==> config.mk <==
export PLATFORM = sky130hd
export DESIGN_NAME = fetch_unit_flat
export DESIGN_NICKNAME = d
export VERILOG_FILES = /design/src/rtl/fetch_if.sv /design/src/rtl/fetch_unit.sv /design/src/flat_wrapper.sv
export SDC_FILE = /design/constraint.sdc
export NUM_CORES = 1
export LEC_CHECK = 0
export CORE_UTILIZATION = 44
export CTS_CLUSTER_DIAMETER = 150
export CTS_CLUSTER_SIZE = 8
export DETAILED_ROUTE_END_ITERATION = 6
export PLACE_DENSITY = 0.85
export SYNTH_ARGS = -nofsm -noshare
export SYNTH_HDL_FRONTEND = slang
export SYNTH_SLANG_ARGS = --single-unit
==> constraint.sdc <==
create_clock -name clk -period 4 [get_ports clk]
set_input_delay 0.4 -clock clk [delete_from_list [all_inputs] [get_ports clk]]
set_output_delay 0.4 -clock clk [all_outputs]
set_load 0.03 [all_outputs]
==> src/rtl/fetch_if.sv <==
// fetch_if: hazard/redirect controls, instruction-memory handshake and IF/ID outputs of the fetch stage
interface fetch_if #(parameter int DATA_WIDTH = 32, parameter int INSTR_WIDTH = 32);
  logic                   stall_f_i;
  logic                   redirect_i;
  logic [DATA_WIDTH-1:0]  redirect_pc_i;
  logic                   imem_req_o;
  logic [DATA_WIDTH-1:0]  imem_addr_o;
  logic                   imem_gnt_i;
  logic                   imem_rvalid_i;
  logic [INSTR_WIDTH-1:0] imem_rdata_i;
  logic [INSTR_WIDTH-1:0] instr_f_o;
  logic [DATA_WIDTH-1:0]  pc_f_o;
  logic [DATA_WIDTH-1:0]  pc_plus_4_f_o;
  logic                   valid_f_o;
  modport master (
    input  stall_f_i, redirect_i, redirect_pc_i, imem_gnt_i, imem_rvalid_i, imem_rdata_i,
    output imem_req_o, imem_addr_o, instr_f_o, pc_f_o, pc_plus_4_f_o, valid_f_o
  );
  modport slave (
    output stall_f_i, redirect_i, redirect_pc_i, imem_gnt_i, imem_rvalid_i, imem_rdata_i,
    input  imem_req_o, imem_addr_o, instr_f_o, pc_f_o, pc_plus_4_f_o, valid_f_o
  );
endinterface

==> src/rtl/fetch_unit.sv <==
// fetch_unit: PC owner issuing single-outstanding imem fetches and holding the result for IF/ID
module fetch_unit #(
  parameter logic [31:0] RESET_PC  = 32'h0000_0000,
  parameter logic [31:0] NOP_INSTR = 32'h0000_0013
) (
  input logic     clk,
  input logic     rst,
  fetch_if.master f
);
  typedef enum logic [1:0] {REQ, WAIT, HOLD} state_t;
  state_t      state_q, state_d;
  logic [31:0] pc_q, pc_d, out_instr_q, out_instr_d, out_pc_q, out_pc_d;
  logic        kill_q, kill_d, out_valid_q, out_valid_d;
  always_ff @(posedge clk or posedge rst) begin
    if (rst) begin
      state_q     <= REQ;
      pc_q        <= RESET_PC;
      kill_q      <= 1'b0;
      out_valid_q <= 1'b0;
      out_instr_q <= NOP_INSTR;
      out_pc_q    <= RESET_PC;
    end else begin
      state_q     <= state_d;
      pc_q        <= pc_d;
      kill_q      <= kill_d;
      out_valid_q <= out_valid_d;
      out_instr_q <= out_instr_d;
      out_pc_q    <= out_pc_d;
    end
  end
  always_comb begin
    state_d     = state_q;
    pc_d        = pc_q;
    kill_d      = kill_q;
    out_valid_d = out_valid_q;
    out_instr_d = out_instr_q;
    out_pc_d    = out_pc_q;
    if (f.redirect_i) begin
      // a fetch still in flight after the redirect must have its response dropped
      pc_d        = f.redirect_pc_i & ~32'd3;
      out_valid_d = 1'b0;
      state_d     = REQ;
      kill_d      = 1'b0;
      if ((state_q == REQ && f.imem_gnt_i) || (state_q == WAIT && !f.imem_rvalid_i)) begin
        state_d = WAIT;
        kill_d  = 1'b1;
      end
    end else begin
      case (state_q)
        REQ: state_d = f.imem_gnt_i ? WAIT : REQ;
        WAIT: begin
          if (f.imem_rvalid_i && kill_q) begin
            kill_d  = 1'b0;
            state_d = REQ;
          end else if (f.imem_rvalid_i) begin
            out_instr_d = f.imem_rdata_i;
            out_pc_d    = pc_q;
            out_valid_d = 1'b1;
            pc_d        = pc_q + 32'd4;
            state_d     = HOLD;
          end
        end
        HOLD: begin
          out_valid_d = f.stall_f_i ? out_valid_q : 1'b0;
          state_d     = f.stall_f_i ? HOLD : REQ;
        end
        default: state_d = REQ;
      endcase
    end
  end
  assign f.imem_req_o    = (state_q == REQ);
  assign f.imem_addr_o   = pc_q;
  assign f.valid_f_o     = out_valid_q;
  assign f.instr_f_o     = out_valid_q ? out_instr_q : NOP_INSTR;
  assign f.pc_f_o        = out_pc_q;
  assign f.pc_plus_4_f_o = out_pc_q + 32'd4;
endmodule

==> src/flat_wrapper.sv <==
// flat-port wrapper written by rule: the top's interface ports become plain ports
module fetch_unit_flat 
#(
  parameter logic [31:0] RESET_PC  = 32'h0000_0000,
  parameter logic [31:0] NOP_INSTR = 32'h0000_0013
)
  (clk, rst, f_stall_f_i, f_redirect_i, f_redirect_pc_i, f_imem_gnt_i, f_imem_rvalid_i, f_imem_rdata_i, f_imem_req_o, f_imem_addr_o, f_instr_f_o, f_pc_f_o, f_pc_plus_4_f_o, f_valid_f_o);
  fetch_if f_i ();
  input logic clk;
  input logic rst;
  input wire logic [$bits(f_i.stall_f_i)-1:0] f_stall_f_i;
  input wire logic [$bits(f_i.redirect_i)-1:0] f_redirect_i;
  input wire logic [$bits(f_i.redirect_pc_i)-1:0] f_redirect_pc_i;
  input wire logic [$bits(f_i.imem_gnt_i)-1:0] f_imem_gnt_i;
  input wire logic [$bits(f_i.imem_rvalid_i)-1:0] f_imem_rvalid_i;
  input wire logic [$bits(f_i.imem_rdata_i)-1:0] f_imem_rdata_i;
  output wire logic [$bits(f_i.imem_req_o)-1:0] f_imem_req_o;
  output wire logic [$bits(f_i.imem_addr_o)-1:0] f_imem_addr_o;
  output wire logic [$bits(f_i.instr_f_o)-1:0] f_instr_f_o;
  output wire logic [$bits(f_i.pc_f_o)-1:0] f_pc_f_o;
  output wire logic [$bits(f_i.pc_plus_4_f_o)-1:0] f_pc_plus_4_f_o;
  output wire logic [$bits(f_i.valid_f_o)-1:0] f_valid_f_o;
  assign f_i.stall_f_i = f_stall_f_i;
  assign f_i.redirect_i = f_redirect_i;
  assign f_i.redirect_pc_i = f_redirect_pc_i;
  assign f_i.imem_gnt_i = f_imem_gnt_i;
  assign f_i.imem_rvalid_i = f_imem_rvalid_i;
  assign f_i.imem_rdata_i = f_imem_rdata_i;
  assign f_imem_req_o = f_i.imem_req_o;
  assign f_imem_addr_o = f_i.imem_addr_o;
  assign f_instr_f_o = f_i.instr_f_o;
  assign f_pc_f_o = f_i.pc_f_o;
  assign f_pc_plus_4_f_o = f_i.pc_plus_4_f_o;
  assign f_valid_f_o = f_i.valid_f_o;
  fetch_unit #(.RESET_PC(RESET_PC), .NOP_INSTR(NOP_INSTR)) u_core (.clk(clk), .rst(rst), .f(f_i));
endmodule
== After elaboration in Yosys (flattened, before gate mapping) ==
Cells that the tools add are included.

* Memories: 0
* Output and inout port bits: 130
* Bits in registers: 100
* Logic and storage cells: 52
* Bits in latches: 0
* Memory bits (writable): 0
* Memory bits (read-only): 0
* Input bits: 70

* $lt $le $gt $ge: 0
* Shifts and indexed selects: 0
* Multiplexer cells: 21
* $mul: 0
* Div/mod/pow operators: 0
* Bitwise gates (word level): 2
* Reductions and logical operators: 14
* Add/subtract/negate cells: 2
* Equality and inequality tests: 7

{| class="wikitable"
|+ Operators by type and width
! cell !! number
|-
| 2-to-1 mux 32 bit || 5
|-
| adder 32 x 3 -> 32 bit (second input constant) || 2
|-
| 2-to-1 mux 1 bit || 10
|-
| != test 3 bit (second input constant) || 3
|-
| 2-to-1 mux 2 bit || 4
|-
| AND reduction 4 bit || 2
|-
| one-hot mux 2 bit (3 select lines) || 1
|-
| nonzero test 2 bit || 3
|-
| != test 4 bit (second input constant) || 1
|-
| logical AND 1 bit || 3
|-
| AND reduction 3 bit || 1
|-
| nonzero test 3 bit || 1
|-
| equality test 2 x 1 -> 1 bit (second input constant) || 1
|-
| equality test 2 bit (second input constant) || 1
|-
| zero test 2 bit || 1
|-
| != test 2 bit (second input constant) || 1
|-
| NOT 1 bit || 2
|-
| one-hot mux 1 bit (2 select lines) || 1
|-
| AND reduction 2 bit || 1
|-
| zero test 1 bit || 1
|-
| logical OR 1 bit || 1
|}

== Depth between registers and ports, before layout ==
* Depth after elaboration: 5
* Depth in mapped cells: 6

== Worst setup path before layout ==
Ideal clock, no wire load.

* Kind: register -> output
* Start point: register u_core.out_pc_q[6] (netlist: u_core.f.pc_f_o[6])
* End point: output port f_pc_plus_4_f_o[29]
* Cell stages (with the launch flop): 6
* Required time: 3.600 ns
* Arrival: 2.034 ns
* Buffers on the path: 1
* Slack: 1.566 ns
* Path through: dfrtp_1 -> and3_1 -> clkbuf_1 -> nand4_1 -> nor4_1 -> xor2_1

* Word-level cells in the longest chain between the ends: 1

{| class="wikitable"
|+ RTL lines
! element !! line !! text
|-
| start, declared || fetch_unit.sv:12 || <nowiki>logic [31:0] pc_q, pc_d, out_instr_q, out_instr_d, out_pc_q, out_pc_d;</nowiki>
|-
| start signal, assigned || fetch_unit.sv:28 || <nowiki>out_pc_q <= out_pc_d;</nowiki>
|-
| adder 32 x 3 -> 32 bit || fetch_unit.sv:76 || <nowiki>assign f.pc_plus_4_f_o = out_pc_q + 32'd4;</nowiki>
|-
| end, declared || flat_wrapper.sv:21 || <nowiki>output wire logic [$bits(f_i.pc_plus_4_f_o)-1:0] f_pc_plus_4_f_o;</nowiki>
|}

Every way passes these cells.

== Worst setup path in the final report ==
* Start point: register u_core.out_pc_q[3] (netlist: u_core.f.pc_f_o[3])
* End point: output port f_pc_plus_4_f_o[30]

Same word-level chain as after synthesis.

==> qor.csv <==
metric,value,unit
Final period util,80.4,%
setup bufs post-CTS,0,
synth warn,0,
hold slack,0.496,ns
CTS resizes,0,
Leak Pwr,2.89,nW
io pins,200,
PD cells,670,nW/um2
"Seq/Total Area, Yosys",47.2,%
element type at the critical path end,output port,
"Design Area, Final",7390,um2
total global routing overflow,0,
critical path arrival,2.82,ns
Fin. Hold Viols,0,
htree depth,3,
worst path required time,3.60,ns
final net count,738,
Post-Route Setup TNS,0,ns
Synth Area per Inst,10.5,um2
share of cells above drive strength 1,13.0,%
CORE AREA,11100,um2
TritonRoute pass-1 iters,5,
VDD IR max,0.477,mV
drt drc,0,
pre-CTS WS,1.20,ns
first-pass GRT wire length,22200,um
final worst clock skew,0.00268,ns
critical path type,flip-flop to output port,
initial antenna violation count,0,
number of synthesized flops with an enable pin,0,
max cap viols,0,
ANT nets after route,0,
Num CTS Buffers,9,
outcome,finished clean,
CTS Sinks,96,
Via Count,4519,
clock share of power,16.6,%
Die Y,110,um
cell taking the most area after synthesis,dfrtp_1,
Final Setup Violations,0,
ys flop type,dfrtp_1,
clk buf depth,2,
min setup slack post-route,0.784,ns
post-route total power,4.95,mW
pin count of the biggest net entering global routing,78,
FF-to-FF End,u_core.f.pc_f_o[17],
hold path startpoint,u_core.out_instr_q[14],
area grow syn2layout,44.9,%
Pins Over Slew Limit,0,
library cells used by synthesis,42,
"non-filler cells, final",811,
initial core utilization,46.0,%
Sw Ratio,40.9,%
RSZ-0062 raised after global routing,no,
main area contributors after synthesis,"dfrtp_1 46%, mux2_2 13%, and2_1 4.2%",
initial DRC count,281,
fmax,0.311,GHz
placed cell area,7110,um2
Port-buffer cells,191,
"count leader, synth",dfrtp_1,
Worst setup SP type,flip-flop,
Fill cells,844,
CTS tree,done,
Cell Int Power,2.93,mW
routed vias/inst,5.57,
WHS Endpoint,u_core.out_instr_q[14],
CP Max Fanout,5,
async set-reset flop share out of synthesis,100,%
Worst Reg-to-Reg Cells,4,
top cells by instance count after synthesis,"93 x dfrtp_1, 60 x mux2_2, 35 x nand2_1",
hold depth,1,
# placed instances,795,
die area,12000,um2
number of synthesized register bits,96,
die width,110,um
Slew @ Worst Pin,0.973,ns
Critical R2R Launch,u_core.state_q[1],
Hold Path Class,flip-flop to flip-flop,
Comb pwr share,48.3,%
cell area after synthesis,5100,um2
top cell type's share of synthesized area,45.6,%
Hold Buf Count CTS,0,
Psw,2.02,mW
Total GRT Usage,24.1,%
Root Buffer Master,clkbuf_16,
Reg power frac,35.1,%
worst skew pair latency,0.33,ns
Period minus WS final,3.22,ns
Worst slew margin,35.1,%
DP HPWL,10200,um
number of global-route vias before repair,4422,
gpl congestion,0.864,
Mapped Cells,486,
row count,38,
flop2flop setup slack,1.66,ns
final wirelength,14200,um
final core occ,66.7,%
"CTS clk-pin slew, worst paths",0.06,ns
antenna cell count,0,
WL/cell,17.5,um
[cell usage in the layout, fill, tap and decap left out, drive strengths merged, types with 3 or more instances in the layout]
| cell | Yosys | final |
|---|---|---|
| a31oi | 14 | 14 |
| and2 | 34 | 34 |
| and3 | 9 | 9 |
| and4 | 10 | 10 |
| buf | 8 | 3 |
| clkbuf | 22 | 13 |
| clkdlybuf4s50 | 0 | 191 |
| clkinv | 0 | 3 |
| conb | 1 | 6 |
| dfrtp | 93 | 93 |
| dfstp | 3 | 3 |
| inv | 8 | 8 |
| mux2 | 60 | 60 |
| nand2 | 35 | 35 |
| nand2b | 7 | 7 |
| nand3 | 21 | 21 |
| nand4 | 20 | 20 |
| nor2 | 23 | 23 |
| nor3 | 9 | 9 |
| nor4 | 6 | 6 |
| o21ai | 15 | 15 |
| o31a | 8 | 8 |
| o31ai | 10 | 10 |
| or3 | 3 | 3 |
| or4 | 14 | 14 |
| xnor2 | 19 | 19 |
| xor2 | 17 | 17 |
[routing by layer]
layer / wire (um) / vias to the layer above / GRT usage, %
met5: 0 / - / 0
met4: 175 / 0 / 7.33
met3: 973 / 14 / 5.04
met2: 7300 / 195 / 43.2
met1: 5740 / 2207 / 29.0
li1: - / 2103 / -
[worst max path at each step]
stage                     slack (ns)                        to  cells past startpoint          startpoint
final                           0.78       f_pc_plus_4_f_o[30]                      6  u_core.f.pc_f_o[3]
after global routing            0.66       f_pc_plus_4_f_o[26]                      6  u_core.f.pc_f_o[3]
after CTS                       0.83       f_pc_plus_4_f_o[26]                      6  u_core.f.pc_f_o[3]
after detailed placement        1.20       f_pc_plus_4_f_o[26]                      6  u_core.f.pc_f_o[3]
after global placement          1.26       f_pc_plus_4_f_o[29]                      5  u_core.f.pc_f_o[4]
after floorplan                 1.10  u_core.f.imem_addr_o[10]                      1                 rst
[layout make-up]
class / count / area [um2] / area share, %
inverters: 8 / 32.5 / 0.440
flip-flops and latches: 96 / 2410 / 32.5
clock inverters: 3 / 15.0 / 0.203
repair buffers: 194 / 1950 / 26.3
multi-input cells: 357 / 2550 / 34.4
well taps: 140 / 175 / 2.37
clock buffers: 13 / 270 / 3.66
[registers in the layout (all words and copies together) (netlist names)]
name and flops:
u_core.f.imem_addr_o 30, u_core.f.pc_f_o 30, u_core.f.valid_f_o 1, u_core.kill_q 1, u_core.out_instr_q 32, u_core.state_q 2
[power groups by stage]
stage / combinational, mW / sequential (mW) / clock, mW
final: 2.39 / 1.74 / 0.823
after global routing: 2.53 / 1.79 / 0.878
after CTS: 2.41 / 1.73 / 0.840
after detailed placement: 2.40 / 1.74 / 0
after global placement: 2.36 / 1.71 / 0
after floorplan: 1.10 / 1.99 / 0
[worst max-delay path, cell delays in order, from the launching register on]
cell and delay (ns):
dfrtp_1 0.42, ha_1 0.22, and3_1 0.33, nand4_1 0.31, nor3_1 0.28, xor2_1 0.22
clkdlybuf4s50_1 0.70
[cell families (layout without fill, tap and decap cells)]
kind of cell	count (synthesis)	after routing	synth area share, %
AOI/OAI and AO/OA	54	54	7.01
xor gates and xnor gates	36	36	6.18
adders and majority gates	2	2	0.490
buffers and inverters	38	218	3.41
DFF	96	96	47.2
muxes	61	61	13.4
other	1	6	0.0735
and+or+nand+nor	198	198	22.2
No activity file was read; power rests on OpenSTA's default activity.
